**src/rtl/mult_hilo_unit_pkg.sv**
```systemverilog
// Shared types and constants for the iterative HI/LO multiplier.
package mult_hilo_unit_pkg;

  typedef enum logic [1:0] {
    MULT_IDLE = 2'd0,
    MULT_BUSY = 2'd1,
    MULT_DONE = 2'd2
  } mult_state_t;

  localparam logic HILO_SEL_LO = 1'b0;
  localparam logic HILO_SEL_HI = 1'b1;

endpackage

```
**src/rtl/mult_hilo_unit_datapath.sv**
```systemverilog
// Shift-add datapath: multiplicand, carry-extended accumulator, multiplier shift register, iteration counter.
// prod_next is the product as it will look after the current step, so the parent can capture it on the last edge.
module mult_hilo_unit_datapath #(
  parameter int WORD_LEN = 16,
  parameter int CNT_LEN  = 5
) (
  input  logic                    clk,
  input  logic                    rst,
  input  logic                    load,
  input  logic                    step,
  input  logic [WORD_LEN-1:0]     mcand_in,
  input  logic [WORD_LEN-1:0]     mplier_in,
  output logic [2*WORD_LEN-1:0]   prod_next,
  output logic                    last
);

  logic [WORD_LEN-1:0] mcand;
  logic [WORD_LEN-1:0] mplier;
  logic [WORD_LEN:0]   acc;
  logic [CNT_LEN-1:0]  cnt;

  logic [WORD_LEN:0]   sum;
  logic [WORD_LEN-1:0] acc_next;
  logic [WORD_LEN-1:0] mplier_next;

  always_comb begin
    sum         = acc + {1'b0, (mplier[0] ? mcand : {WORD_LEN{1'b0}})};
    // Right shift of {carry, acc, multiplier}: sum[0] drops into the multiplier's MSB.
    acc_next    = sum[WORD_LEN:1];
    mplier_next = {sum[0], mplier[WORD_LEN-1:1]};
    prod_next   = {acc_next, mplier_next};
    last        = (cnt == CNT_LEN'(WORD_LEN - 1));
  end

  always_ff @(posedge clk) begin
    if (rst) begin
      mcand  <= '0;
      mplier <= '0;
      acc    <= '0;
      cnt    <= '0;
    end else if (load) begin
      mcand  <= mcand_in;
      mplier <= mplier_in;
      acc    <= '0;
      cnt    <= '0;
    end else if (step) begin
      acc    <= {1'b0, acc_next};
      mplier <= mplier_next;
      cnt    <= cnt + 1'b1;
    end
  end

endmodule

```
**src/rtl/mult_hilo_unit.sv**
```systemverilog
// Multi-cycle MULT unit for the EXE stage: FSM, sign handling and HI/LO registers.
// Stalls the pipeline from issue until the result is written; done pulses in the cycle after.
module mult_hilo_unit
  import mult_hilo_unit_pkg::*;
#(
  parameter int WORD_LEN = 16,
  parameter int CNT_LEN  = 5
) (
  input  logic                clk,
  input  logic                rst,
  input  logic                start,
  input  logic                is_signed,
  input  logic [WORD_LEN-1:0] val1,
  input  logic [WORD_LEN-1:0] val2,
  input  logic                rd_sel,
  output logic [WORD_LEN-1:0] rd_data,
  output logic [WORD_LEN-1:0] hi,
  output logic [WORD_LEN-1:0] lo,
  output logic                stall,
  output logic                done
);

  mult_state_t state;
  logic        neg;

  logic [WORD_LEN-1:0]   mag1;
  logic [WORD_LEN-1:0]   mag2;
  logic                  load;
  logic                  step;
  logic                  last;
  logic [2*WORD_LEN-1:0] prod_next;
  logic [2*WORD_LEN-1:0] result;

  always_comb begin
    // -(-2^(W-1)) wraps to 2^(W-1), which is the right magnitude when read unsigned.
    mag1   = (is_signed && val1[WORD_LEN-1]) ? -val1 : val1;
    mag2   = (is_signed && val2[WORD_LEN-1]) ? -val2 : val2;
    load   = (state == MULT_IDLE) && start;
    step   = (state == MULT_BUSY);
    result = neg ? -prod_next : prod_next;
  end

  mult_hilo_unit_datapath #(
    .WORD_LEN (WORD_LEN),
    .CNT_LEN  (CNT_LEN)
  ) u_datapath (
    .clk       (clk),
    .rst       (rst),
    .load      (load),
    .step      (step),
    .mcand_in  (mag1),
    .mplier_in (mag2),
    .prod_next (prod_next),
    .last      (last)
  );

  always_ff @(posedge clk) begin
    if (rst) begin
      state <= MULT_IDLE;
      neg   <= 1'b0;
      hi    <= '0;
      lo    <= '0;
      done  <= 1'b0;
    end else begin
      case (state)
        MULT_IDLE: begin
          done <= 1'b0;
          if (start) begin
            neg   <= is_signed & (val1[WORD_LEN-1] ^ val2[WORD_LEN-1]);
            state <= MULT_BUSY;
          end
        end
        MULT_BUSY: begin
          if (last) begin
            {hi, lo} <= result;
            done     <= 1'b1;
            state    <= MULT_DONE;
          end
        end
        MULT_DONE: begin
          // start is still the stalled MULT here; it must not retrigger.
          done  <= 1'b0;
          state <= MULT_IDLE;
        end
        default: begin
          done  <= 1'b0;
          state <= MULT_IDLE;
        end
      endcase
    end
  end

  assign stall   = ((state == MULT_IDLE) && start) || (state == MULT_BUSY);
  assign rd_data = (rd_sel == HILO_SEL_HI) ? hi : lo;

endmodule

```
**config.mk**
```make
export PLATFORM = sky130hd
export DESIGN_NAME = mult_hilo_unit
export DESIGN_NICKNAME = d
export VERILOG_FILES = /design/src/rtl/mult_hilo_unit_pkg.sv /design/src/rtl/mult_hilo_unit_datapath.sv /design/src/rtl/mult_hilo_unit.sv
export SDC_FILE = /design/constraint.sdc
export NUM_CORES = 1
export LEC_CHECK = 0
export CORE_MARGIN = 5
export CORE_UTILIZATION = 56
export CTS_BUF_LIST = sky130_fd_sc_hd__clkbuf_2
export DETAILED_ROUTE_END_ITERATION = 7
export PLACE_DENSITY = 0.86
export RECOVER_POWER = 50
export SLEW_MARGIN = 20
export SYNTH_ARGS = -nofsm -noshare
export SYNTH_HDL_FRONTEND = slang
export SYNTH_SLANG_ARGS = --single-unit
```
**constraint.sdc**
```tcl
create_clock -name clk -period 4.4 [get_ports clk]
set_input_delay 0.88 -clock clk [delete_from_list [all_inputs] [get_ports clk]]
set_output_delay 0.88 -clock clk [all_outputs]
set_load 0.1 [all_outputs]
```
==> metrics list <==
* Outcome: complete, but fails checks
* Violated checks: capacitance limit, slew limit
* Placeable Area: 9860 µm²
* Post-route total power: 1.76 mW
- The worst hold path belongs to the class flip-flop to flip-flop.
* Post-Synthesis Cell Area: 5700 µm²
* Net switching share of the total power: 30.5%
* Total negative slack for setup checks: 0 ns
* Pin count of the biggest net entering global routing: 58
- Wire length per cell after detailed routing: 16.5 µm
- Hold_ws: 0.479 ns
- For this configuration, the core starts out at a cell density of 57.7%.
- VDD sags by at most 139 µV.
* Routability congestion estimate: 0.890
* Congestion Overflow GR: 0
- CTS H-tree lvls: 3
- Using the TritonRoute via totals, the vias-per-cell ratio works out to 6.00.
- Horizontal die dimension: 111 µm
* Setup Fix Bufs, Post-CTS: 0
- STA classifies the critical path endpoint as a flip-flop.
* Placed insts: 918
* Reg-to-reg startpoint: u_datapath.mplier[0]
- Fraction of final layout cells with drive strength greater than 1: 8.49%
- Clock tree from TritonCTS: done
* CTS Sinks: 89
- Post-synthesis cell type with the largest combined area: sky130_fd_sc_hd__dfxtp_1
- The number of different library cells used by synthesis comes to 58.
- In the global route stage, overall resource usage came out at 24.4%.
- The pre-antenna-repair detailed-routing pass consisted of 5 iterations.
* Commonest cells in the netlist: sky130_fd_sc_hd__nor2_1 (100), sky130_fd_sc_hd__nand2_1 (98), sky130_fd_sc_hd__dfxtp_1 (89)
* Via count of the first global-routing pass: 5271
- Of the available clock period, the critical path in the final layout requires 89.5%.
- For flop-to-flop paths, the worst setup slack is 0.46 ns.
- Clock tree buffer depth: 2
- The clock arrives with 0.0331 ns of skew.
- Most used DFF post-synth: sky130_fd_sc_hd__dfxtp_1
* DIE AREA: 12300 µm²
* Slew Limit Headroom: -28.8%
- Number of warnings printed during yosys synthesis: 0
- In this run the remaining antenna-violating nets after routing total 0.
- After synthesis, flip-flops and latches occupy 31.3% of the total area.
* Detailed-route DRC error count: 0
- Setup repair after global routing left no endpoint under its margin.
- Nets in the synthesized netlist: 798
- Static timing analysis puts the maximum clock frequency at 254 MHz.
- For the finished layout, the period the worst path requires is 3.94 ns.
- The critical path starts at u_datapath.mplier[0].
- Comb pwr share: 18.9%
- Endpoint of the most critical setup path: hi[15]
* Clock network fraction of design power: 31.2%
- Source-to-sink clock delay at the later pin of the worst-skew pair: 0.60 ns
- At the pin with the least slew margin, the transition time is 1.93 ns.
- The cell count after synthesis came out at 739.
- Cts bufs inserted: 9
- Setup WS post-layout: 0.463 ns
* Clock input transition at the sequential cells of the worst setup and hold paths: 0.26 ns
- Overall die height: 111 µm
- Cell count of the worst reg-to-reg path: 12
- Pin placement for this block handled 87 I/O pins.
- Final count of hold timing violations: 0
* Fin cells: 935
- Yosys attributes the largest share of cell area to sky130_fd_sc_hd__dfxtp_1 (31%), sky130_fd_sc_hd__nor2_1 (6.6%), sky130_fd_sc_hd__nand2_1 (6.5%), sky130_fd_sc_hd__xor2_1 (5.8%), sky130_fd_sc_hd__a211oi_1 (5.1%).
- CTS Root Cell: sky130_fd_sc_hd__clkbuf_2
* Net switching power: 0.536 mW
* P_leak: 2.50 nW
- By startpoint and endpoint, the worst setup path is classified as flip-flop to flip-flop.
- After synthesis, the largest area contributor takes up 31.3% of total cell area.
- At the end of the flow, the number of nets in the layout was 855.
- Detailed Place HPWL: 11700 µm
- Most common cell in the netlist: sky130_fd_sc_hd__nor2_1
* Final Routed Wirelength: 15500 µm
- During placement, the flow inserted port buffers numbering 86.
- Dividing total power by cell area gives a power density of 262 nW/µm².
- The endpoint identified for the worst register-to-register timing path is hi[15].
* Pint: 1.22 mW
- Sequential cells account for 49.9% of the total power.
- Data required time at the worst endpoint: 4.96 ns
- Routed vias: 5614
* Count of cells resized by post-cts repair: 0
- Flip-flop and latch count after synthesis: 89
- Area growth from synthesis to layout: 17.7%
- Worst endpoint data arrival time: 4.50 ns
- In this run, synthesis inferred 0 flip-flops with an integrated enable.
- Count of final max-slew check failures: 58
- After clock tree synthesis, the flow added hold-fix buffers numbering 0.
- The floorplan has 36 rows.
- Max-cap violations in this run came to 1.
* Total setup violations reported at the end of the flow: 0
* Antenna violations before repair: 1
- The first global-routing pass estimated 25200 µm of wire.
* Worst setup SP type: flip-flop
- Proportion of synthesized flip-flops having asynchronous set or reset: 0%
- The average instance in the mapped netlist occupies 7.71 µm².
* Worst setup slack after placement: 0.561 ns
- The startpoint identified for the worst hold timing path is u_datapath.acc[6].
- In this run the worst path has a maximum fanout of 17.
- For this block, the initial DRC count from the detailed router was 429.
## final cells by class
class / count / area [µm²]
Multi-Input combinational cell: 586 / 3670
Fill cell: 821 / 3160
Sequential cell: 89 / 1780
Timing Repair Buffer: 91 / 843
Tap cell: 133 / 166
Clock inverter: 6 / 114
Inverter: 19 / 71.3
Clock buffer: 10 / 50.0
Antenna cell: 1 / 2.50
## layout by cell type, fill, tap and decap left out, drive strengths merged, types with 16 or more instances in the layout
cell	count
nor2	100
nand2	98
dfxtp	89
clkdlybuf4s50	64
a21oi	45
a211oi	39
xor2	38
o21ai	25
ha	21
buf	21
xnor2	20
inv	20
and2	20
a311oi	18
nor3	16
mux2	16
## routing by layer
layer	routed length [µm]	vias up	global-route usage, %
met3	932	35	3.44
met5	0	-	0
met4	393	0	9.85
met2	7350	218	41.2
met1	6790	2606	31.2
li1	-	2755	-
## logic make-up (layout without fill, tap and decap cells)
family	after synthesis	after routing	share of synthesized area, %
AND/OR/NAND/NOR	307	307	25.3
AO/OA/AOI/OAI	182	182	21.9
flip-flops	89	89	31.3
buffers and inverters	64	126	4.24
XOR/XNOR	58	58	8.92
adder cells (fa/ha/maj)	22	22	4.96
multiplexers	17	17	3.34
other	0	1	0
## worst min path at each step
stage / end / slack (ns) / cells past startpoint
after floorplan: u_datapath.mcand[12] / 0.43 / 2
after global placement: u_datapath.mcand[0] / 0.44 / 2
after detailed placement: u_datapath.acc[6] / 0.46 / 2
after CTS: u_datapath.mcand[12] / 0.48 / 2
after global routing: u_datapath.acc[4] / 0.51 / 2
final: u_datapath.acc[6] / 0.48 / 2
## flip-flops by register name, summed over array words and instances, names as in the netlist
name	flops
state	2
u_datapath.mcand	16
neg	1
u_datapath.cnt	5
hi	16
done	1
lo	16
u_datapath.mplier	16
u_datapath.acc	16
## through the flow
stage	util (%)	cell area (µm²)
after global placement	66.4	6550
after CTS	68.0	6710
after floorplan	-	5700
after detailed placement	66.4	6550
final	67.9	6700
after global routing	67.9	6700
## worst max-delay path, cell delays in order (launching register included)
cell	delay (ns)
sky130_fd_sc_hd__dfxtp_1	0.58
sky130_fd_sc_hd__and2_1	0.20
sky130_fd_sc_hd__ha_1	0.18
sky130_fd_sc_hd__inv_1	0.06
sky130_fd_sc_hd__fa_1	0.39
sky130_fd_sc_hd__nand2b_1	0.19
sky130_fd_sc_hd__a211oi_1	0.54
sky130_fd_sc_hd__o2111ai_1	0.30
sky130_fd_sc_hd__a21oi_1	0.23
sky130_fd_sc_hd__o211ai_1	0.24
sky130_fd_sc_hd__or2_2	0.37
sky130_fd_sc_hd__or4_1	0.52
sky130_fd_sc_hd__o211ai_1	0.10
## power groups by stage
stage          logic (mW)  registers [mW]  clock network [mW]
3_3_place_gp        0.316           0.888                   0
4_1_cts             0.331           0.875               0.553
5_1_grt             0.366           0.881               0.581
2_1_floorplan       0.234           0.877                   0
6_report            0.332           0.876               0.547
3_5_place_dp        0.330           0.890                   0
(Power assumes the default switching activity.)
